File: config.mk
export PLATFORM = sky130hd
export DESIGN_NAME = rx_commit_ctrl
export DESIGN_NICKNAME = d
export VERILOG_FILES = /design/src/rtl/rx_commit_ctrl.sv
export SDC_FILE = /design/constraint.sdc
export NUM_CORES = 1
export LEC_CHECK = 0
export CORE_MARGIN = 2
export CORE_UTILIZATION = 48
export DETAILED_ROUTE_END_ITERATION = 6
export PLACE_DENSITY = 0.84
export SYNTH_ARGS = -nofsm -noshare
export SYNTH_HDL_FRONTEND = slang
export SYNTH_SLANG_ARGS = --single-unit
File: constraint.sdc
create_clock -name clk -period 3.8 [get_ports clk]
set_input_delay 0.76 -clock clk [delete_from_list [all_inputs] [get_ports clk]]
set_output_delay 0.76 -clock clk [all_outputs]
set_load 0.01 [all_outputs]
File: src/rtl/rx_commit_ctrl.sv
`default_nettype none
//==============================================================================
// Module      : rx_commit_ctrl
// Description : Pairs each aggregated 44-bit receive payload word with the FCS
//               verdict of the same frame. Either event may arrive first. The
//               word is forwarded over a valid/ready handshake only when the
//               verdict is a pass. Failed, orphaned, overrun and timed-out
//               frames are dropped. Saturating statistics counters record the
//               outcome of each frame.
// Revision    : 1.0 - initial release
//------------------------------------------------------------------------------
// Parameters:
//   TIMEOUT_CYCLES : cycles to wait for the missing half of a data/verdict pair
//   CNT_W          : width of each statistics counter (>= 2)
// Ports:
//   clk      in   eth_refclk domain clock
//   rstn     in   asynchronous active-low reset
//   en       in   enable; when low, data and verdict events are ignored
//   axiiv    in   payload word valid (single-cycle pulse)
//   axiid    in   44-bit payload word
//   ck_done  in   checksum verdict strobe (single-cycle pulse)
//   ck_kill  in   FCS failed, qualified by ck_done
//   axiov    out  committed word valid
//   axiod    out  committed word (registered)
//   axiir    in   downstream ready
//   good_cnt out  frames delivered
//   drop_cnt out  frames dropped (FCS fail, overrun, busy, data timeout)
//   tmo_cnt  out  pairing timeouts
//==============================================================================
module rx_commit_ctrl #(
    parameter int TIMEOUT_CYCLES = 2048,
    parameter int CNT_W          = 16
) (
    input  logic             clk,
    input  logic             rstn,
    input  logic             en,
    input  logic             axiiv,
    input  logic [43:0]      axiid,
    input  logic             ck_done,
    input  logic             ck_kill,
    output logic             axiov,
    output logic [43:0]      axiod,
    input  logic             axiir,
    output logic [CNT_W-1:0] good_cnt,
    output logic [CNT_W-1:0] drop_cnt,
    output logic [CNT_W-1:0] tmo_cnt
);

    localparam logic [1:0] c_ST_IDLE      = 2'd0;
    localparam logic [1:0] c_ST_HAVE_DATA = 2'd1;
    localparam logic [1:0] c_ST_HAVE_VERD = 2'd2;
    localparam logic [1:0] c_ST_PRESENT   = 2'd3;

    localparam int c_TMR_W = (TIMEOUT_CYCLES > 2) ? $clog2(TIMEOUT_CYCLES) : 1;
    localparam logic [c_TMR_W-1:0] c_TMR_LAST = c_TMR_W'(TIMEOUT_CYCLES - 1);

    logic [1:0]         r_state;
    logic [1:0]         w_state_nxt;
    logic [43:0]        r_data;
    logic [c_TMR_W-1:0] r_timer;
    logic [CNT_W-1:0]   r_good_cnt;
    logic [CNT_W-1:0]   r_drop_cnt;
    logic [CNT_W-1:0]   r_tmo_cnt;

    logic       w_d;
    logic       w_p;
    logic       w_f;
    logic       w_tmo_hit;
    logic       w_load;
    logic       w_tmr_clr;
    logic       w_good_inc;
    logic       w_tmo_inc;
    logic [1:0] w_drop_inc;

    assign w_d       = axiiv & en;
    assign w_p       = ck_done & ~ck_kill & en;
    assign w_f       = ck_done & ck_kill & en;
    assign w_tmo_hit = (r_timer == c_TMR_LAST);

    // Saturating add; the increment never exceeds 2.
    function automatic logic [CNT_W-1:0] f_sat_add(input logic [CNT_W-1:0] v,
                                                   input logic [1:0]       inc);
        logic [CNT_W:0] s;
        s = {1'b0, v} + (CNT_W+1)'(inc);
        return s[CNT_W] ? {CNT_W{1'b1}} : s[CNT_W-1:0];
    endfunction

    //--------------------------------------------------------------------------
    // State register
    //--------------------------------------------------------------------------
    always_ff @(posedge clk or negedge rstn) begin
        if (!rstn) begin
            r_state <= c_ST_IDLE;
        end else begin
            r_state <= w_state_nxt;
        end
    end

    //--------------------------------------------------------------------------
    // Next-state and event decode
    //--------------------------------------------------------------------------
    always_comb begin
        w_state_nxt = r_state;
        w_load      = 1'b0;
        w_tmr_clr   = 1'b0;
        w_good_inc  = 1'b0;
        w_tmo_inc   = 1'b0;
        w_drop_inc  = 2'd0;
        case (r_state)
            c_ST_IDLE: begin
                if (w_d && w_p) begin
                    w_load      = 1'b1;
                    w_state_nxt = c_ST_PRESENT;
                end else if (w_d && w_f) begin
                    w_drop_inc  = 2'd1;
                end else if (w_d) begin
                    w_load      = 1'b1;
                    w_tmr_clr   = 1'b1;
                    w_state_nxt = c_ST_HAVE_DATA;
                end else if (w_p) begin
                    w_tmr_clr   = 1'b1;
                    w_state_nxt = c_ST_HAVE_VERD;
                end else if (w_f) begin
                    w_drop_inc  = 2'd1;
                end
            end
            c_ST_HAVE_DATA: begin
                if (w_d) begin
                    // Overrun: the buffered word is lost, a same-cycle verdict
                    // belongs to the new word.
                    w_load = 1'b1;
                    if (w_p) begin
                        w_drop_inc  = 2'd1;
                        w_state_nxt = c_ST_PRESENT;
                    end else if (w_f) begin
                        w_drop_inc  = 2'd2;
                        w_state_nxt = c_ST_IDLE;
                    end else begin
                        w_drop_inc  = 2'd1;
                        w_tmr_clr   = 1'b1;
                    end
                end else if (w_p) begin
                    w_state_nxt = c_ST_PRESENT;
                end else if (w_f) begin
                    w_drop_inc  = 2'd1;
                    w_state_nxt = c_ST_IDLE;
                end else if (w_tmo_hit) begin
                    w_tmo_inc   = 1'b1;
                    w_drop_inc  = 2'd1;
                    w_state_nxt = c_ST_IDLE;
                end
            end
            c_ST_HAVE_VERD: begin
                if (w_d && w_f) begin
                    // A fresh fail verdict supersedes the orphan and kills the word.
                    w_drop_inc  = 2'd1;
                    w_state_nxt = c_ST_IDLE;
                end else if (w_d) begin
                    w_load      = 1'b1;
                    w_state_nxt = c_ST_PRESENT;
                end else if (w_f) begin
                    w_state_nxt = c_ST_IDLE;
                end else if (w_p) begin
                    w_tmr_clr   = 1'b1;
                end else if (w_tmo_hit) begin
                    w_tmo_inc   = 1'b1;
                    w_state_nxt = c_ST_IDLE;
                end
            end
            default: begin // c_ST_PRESENT
                if (w_d) begin
                    w_drop_inc = 2'd1;
                end
                if (axiir) begin
                    w_good_inc  = 1'b1;
                    w_state_nxt = c_ST_IDLE;
                end
            end
        endcase
    end

    //--------------------------------------------------------------------------
    // Outputs: valid follows the state register, data is a held register.
    //--------------------------------------------------------------------------
    always_comb begin
        axiov = (r_state == c_ST_PRESENT);
    end

    assign axiod    = r_data;
    assign good_cnt = r_good_cnt;
    assign drop_cnt = r_drop_cnt;
    assign tmo_cnt  = r_tmo_cnt;

    //--------------------------------------------------------------------------
    // Datapath: word buffer, pairing timer, statistics
    //--------------------------------------------------------------------------
    always_ff @(posedge clk or negedge rstn) begin
        if (!rstn) begin
            r_data <= '0;
        end else if (w_load) begin
            r_data <= axiid;
        end
    end

    // The timer only matters while waiting for the other half of a pair; it is
    // parked at zero in IDLE and PRESENT.
    always_ff @(posedge clk or negedge rstn) begin
        if (!rstn) begin
            r_timer <= '0;
        end else if (w_tmr_clr ||
                     (w_state_nxt != c_ST_HAVE_DATA && w_state_nxt != c_ST_HAVE_VERD)) begin
            r_timer <= '0;
        end else begin
            r_timer <= r_timer + 1'b1;
        end
    end

    always_ff @(posedge clk or negedge rstn) begin
        if (!rstn) begin
            r_good_cnt <= '0;
            r_drop_cnt <= '0;
            r_tmo_cnt  <= '0;
        end else begin
            r_good_cnt <= f_sat_add(r_good_cnt, {1'b0, w_good_inc});
            r_drop_cnt <= f_sat_add(r_drop_cnt, w_drop_inc);
            r_tmo_cnt  <= f_sat_add(r_tmo_cnt, {1'b0, w_tmo_inc});
        end
    end

endmodule
`default_nettype wire

Yosys cells after proc, flatten, opt, wreduce, memory -nomap -nowiden
Cells that the tools add are included.
{ "word_totals": {"mem_bits_rw": 0, "elab_cells": 88, "ff_bits": 105, "rom_bits": 0, "latch_bits": 0, "mem_count": 0, "out_inout_bits": 93} }
{ "classes": {"n_addsub": 4, "bitwise_logic": 6, "order_cmp": 0, "div": 0, "multipliers": 0, "n_mux": 60, "n_reduce_logical": 6, "eq_ne": 6, "shifts": 0} }
{ "ops": {"columns": ["cell", "count"], "rows": [
  ["2-to-1 mux 16 bit", 3],
  ["2-to-1 mux 2 bit", 18],
  ["adder 16 x 1 -> 17 bit", 2],
  ["2-to-1 mux 1 bit", 33],
  ["adder 16 x 2 -> 17 bit", 1],
  ["one-hot mux 2 bit (3 select lines)", 2],
  ["adder 11 x 1 -> 11 bit, second input constant", 1],
  ["equality test 11 bit, second input constant", 1],
  ["2-to-1 mux 11 bit", 1],
  ["one-hot mux 1 bit (3 select lines)", 2],
  ["bitwise AND 1 bit", 5],
  ["equality test 2 bit, second input constant", 2],
  ["logical AND 1 bit", 3],
  ["OR reduction 3 bit", 1],
  ["equality test 2 x 1 -> 1 bit, second input constant", 1],
  ["logical NOT 2 bit", 1],
  ["inequality test 2 x 1 -> 1 bit, second input constant", 1],
  ["inequality test 2 bit, second input constant", 1],
  ["one-hot mux 1 bit (2 select lines)", 1],
  ["logical OR 1 bit", 1],
  ["NOT 1 bit", 1]
]} }

Longest topological paths before layout
{ "logic_depth": {"word_depth": 12, "ltp_mapped": 17, "ltp_nobuf": 16} }

Worst setup path after synthesis
OpenSTA, ideal clock, no wires.
{ "synth_timing": {"path_kind": "input port to flip-flop", "start": "input port ck_done", "end": "register r_drop_cnt[13], in the netlist drop_cnt[13]", "setup_ps": 65, "t_arrival_ps": 3391, "path_slack_ps": 344, "path_stages": 16, "path_cell_list": "buf_2 -> nand2_1 -> nand3_1 -> or3_1 -> a21oi_1 -> o22a_1 -> ha_1 -> inv_1 -> fa_1 -> and3b_1 -> nand3_2 -> nor3_1 -> and3_1 -> nand3_2 -> buf_6 -> nand2_1"} }
{ "synth_between": {"elab_chain_len": 10, "elab_cells_between_ends": 20} }
{ "synth_rtl": {"columns": ["item", "line", "source"], "rows": [
  ["from (decl)", "39", "input logic ck_done,"],
  ["bitwise AND 1 bit (2 in series)", "77", "assign w_f = ck_done & ck_kill & en;"],
  ["2-to-1 mux 1 bit", "123", "end else if (w_f) begin"],
  ["2-to-1 mux 1 bit", "120", "end else if (w_p) begin"],
  ["2-to-1 mux 1 bit", "116", "end else if (w_d) begin"],
  ["2-to-1 mux 1 bit", "114", "end else if (w_d && w_f) begin"],
  ["2-to-1 mux 1 bit", "111", "if (w_d && w_p) begin"],
  ["one-hot mux 2 bit (3 select lines) *", "109", "case (r_state)"],
  ["adder 16 x 2 -> 17 bit *", "84", "s = {1'b0, v} + (CNT_W+1)'(inc);"],
  ["2-to-1 mux 16 bit *", "85", "return s[CNT_W] ? {CNT_W{1'b1}} : s[CNT_W-1:0];"],
  ["to (signal assigned)", "225", "r_drop_cnt <= f_sat_add(r_drop_cnt, w_drop_inc);"],
  ["to (decl)", "62", "logic [CNT_W-1:0] r_drop_cnt;"]
]} }
Every way passes the cells marked *; elsewhere a longest branch is shown, timed or not.
A chain may end at the register's enable or synchronous reset.

Worst setup path in the final report
{ "layout_timing": {"start": "input port en", "end": "register r_drop_cnt[8], in the netlist drop_cnt[8]"} }
{ "layout_between": {"elab_chain_len": 9, "elab_cells_between_ends": 20} }
{ "layout_rtl": {"columns": ["item", "line", "source"], "rows": [
  ["from (decl)", "36", "input logic en,"],
  ["bitwise AND 1 bit", "77", null],
  ["2-to-1 mux 1 bit", "123", null],
  ["2-to-1 mux 1 bit", "120", null],
  ["2-to-1 mux 1 bit", "116", null],
  ["2-to-1 mux 1 bit", "114", null],
  ["2-to-1 mux 1 bit", "111", null],
  ["one-hot mux 2 bit (3 select lines) *", "109", null],
  ["adder 16 x 2 -> 17 bit *", "84", null],
  ["2-to-1 mux 16 bit *", "85", null]
]} }
Marks and branches as above.

==> results <==
==> area by class of cell <==
| cell class | count | area, um^2 | area share (%) |
|---|---|---|---|
| Clock buffer | 10 | 137.6 | 2.027 |
| Clock inverter | 6 | 72.57 | 1.069 |
| Inverter | 8 | 30.03 | 0.4423 |
| Multi-Input combinational cell | 306 | 2161 | 31.83 |
| Sequential cell | 105 | 2628 | 38.70 |
| Tap cell | 133 | 166.4 | 2.451 |
| Timing Repair Buffer | 165 | 1594 | 23.48 |
==> layout by cell type (no fill, tap or decap), types with 3 or more instances in the layout <==
cell type and count:
and3_1 9, nor2_1 31, clkdlybuf4s50_1 142, nand3_2 3, nand2_1 62, nand4_1 9, and2_1 3, inv_6 3
xor2_1 15, a21oi_1 12, nor3_1 3, dfrtp_1 105, ha_1 11, clkbuf_8 10, nor2b_1 7, mux2_1 6
a31oi_1 7, buf_4 23, or3_1 3, o21ai_0 8, nand2b_1 5, mux2_2 40, xnor2_1 20, nand3_1 18
inv_1 8
==> power groups by stage <==
stage                     logic (mW)  clock network, mW  registers [mW]
final                           1.46              0.732            1.61
after detailed placement        1.48                  0            1.63
after global placement          1.44                  0            1.61
after CTS                       1.48              0.752            1.61
after floorplan                0.583                  0            1.74
after global routing            1.57              0.801            1.65
==> path summary, 6_finish.rpt <==
| kind | end | depth (start not counted) |
|---|---|---|
| max in group asynchronous | good_cnt[4] | 2 |
| min in group asynchronous | axiod[24] | 1 |
| worst max register to register | drop_cnt[8] | 14 |
| worst max-delay path | drop_cnt[8] | 15 |
| worst min register to register | axiod[5] | 1 |
| worst min-delay path | axiod[5] | 1 |
==> stage by stage <==
stage          total power, mW  util [%]
5_1_grt                  4.021     69.14
2_1_floorplan            2.327         -
4_1_cts                  3.844     69.00
3_5_place_dp             3.107     66.86
3_3_place_gp             3.056     66.86
6_report                 3.803     69.14
==> metal layers <==
layer,global-route usage [%],vias to the layer above,wire length [um]
met5,0,-,0
met4,9.048,0,201
met3,3.306,14,434
met2,34.55,99,5498
met1,26.44,1853,4740
li1,-,1820,-
==> sequential cells by signal, indices dropped and copies added (netlist names) <==
register and count:
axiod 44, drop_cnt 16, good_cnt 16, r_state 2, r_timer 11, tmo_cnt 16
==> kinds of logic (layout without fill, tap and decap cells) <==
group	after synthesis	count (layout)	synth area share (%)
xor gates and xnor gates	36	36	6.612
DFF	105	105	53.82
adders and majority gates	12	12	3.229
and+or+nand+nor	169	169	17.79
muxes	48	48	11.02
AOI/OAI and AO/OA	41	41	5.331
buffers and inverters	21	189	2.204
==> worst register-to-register path, cell delays in order, from the launching register on <==
cell and delay, ps:
dfrtp_1 430, and4_4 280, nand2_1 90, or3_1 430, a21oi_1 150, o22a_1 150, ha_1 150, inv_1 50
fa_1 380, and3b_1 270, nand3_2 100, nor3_2 190, and3_2 250, nand3_4 150, o21ai_0 110
==> metrics.yaml <==
syn_area_um2: 4882
clk_latency_ps: 380
synth.area.top_cells: "dfrtp_1, mux2_2, nand2_1"
setup_viol: 0
detail_route.first_pass.iterations: 4
hp-class: "reg -> reg"
synthFlopType: "dfrtp_1"
die_y_um: 104.9
postRouteAntennaNets: 0
fin_nets: 658
crit_buf_inv: 2
cp-end-kind: "register"
reg2reg_slack_ps: 550
grt_usage_pct: 20.63
cp_max_fo: 13
syn_nets: 495
synth_cell_type_count: 50
worst_slew_pin_slew_ps: 1053
async_flop_share_pct: 100.0
hold_buffers: 0
slowest_stage: "clkdlybuf4s50_1"
dp_hpwl_um: 7933
max-vdd-ir-drop_v: 0.0003573
synth.cells.most_frequent: "dfrtp_1, nand2_1, mux2_2"
drv_cap: 0
synth_most_common_cell: "dfrtp_1"
clkSinkCount: 105
yosysTopAreaCell: "dfrtp_1"
yosysSeqAreaShare_pct: 53.82
fillCellCount: 754
post_cts_resized: 0
timing.rr.start: "r_timer[4]"
pwr-share-seq_pct: 42.3
h-tree-depth: 3
fin_area_um2: 6789
clockPowerShare_pct: 19.2
avgSynthCellArea_um2: 11.30
overflow: 0
path_clk_slew_ps: 100
worstPathRequired_ps: 4100
wl_per_cell_um: 14.84
drtIter0Drc: 294
pwr-share-comb_pct: 38.5
synth_edf_count: 0
tns_ps: 0
arrival_ps: 3780
power.internal_mw: 2.611
setup_slack_ps: 323.0
coreArea_um2: 9819
power.density_nw_per_um2: 560.2
hold_start: "axiod[5]"
drc: 0
ys_warn_count: 0
grt_pass1_wl_um: 18320
dpl-instance-area_um2: 6565
slew_viol_final: 0
finalCritPeriodShare_pct: 91.50
grt_pass1_vias: 3812
rsz0062_at_grt: "false"
dpl_worst_slack_ps: -189.9
ioPinCount: 144
clockRootBuffer: "clkbuf_8"
fmaxAchievable_ghz: 0.2876
power_switching_mw: 1.192
synthCells: 432
critPathKind: "in -> reg"
layout.cells.non_filler: 733
status: "complete, no violations"
path_cells: "clkdlybuf4s50_1 > nand2_1 > nand3_1 > or3_1 > a21oi_1 > o22a_1 > ha_1 > inv_1 > fa_1 > and3b_1 > nand3_2 > nor3_2 > and3_2 > nand3_4 > o21ai_0"
p_leak_nw: 3.078
initial_core_util_pct: 49.72
post-route-min-period_ps: 3477
grt_max_degree: 86
cp_top_family: "simple AND/OR/NAND/NOR gates"
fp.dieW_um: 104.9
hold_viol: 0
fin_skew_ps: 9.681
globalplace.congestion: 0.8318
placed_cells: 717
cp-start-kind: "input port"
yosys.area.top_type_share_pct: 53.82
rows: 36
drive_gt1_share_pct: 15.33
viasPerCell: 5.165
vias: 3786
area_growth_pct: 39.06
clockBufferDepth: 2
slowest_delay_ps: 510
swShare_pct: 31.35
postCtsSetupBuffers: 0
whs_ps: 492.5
ys_ff_latch: 105
die-area_um2: 10990
numCtsBuffers: 9
timing.slew.headroom_pct: 29.80
antenna_found_initial: 0
diodes: 0
port_buffers: 143
cts_tree: "built"
drt-total-wl_um: 10880
worstSetupStartpoint: "en"
Power figures use the tool's default switching activity.
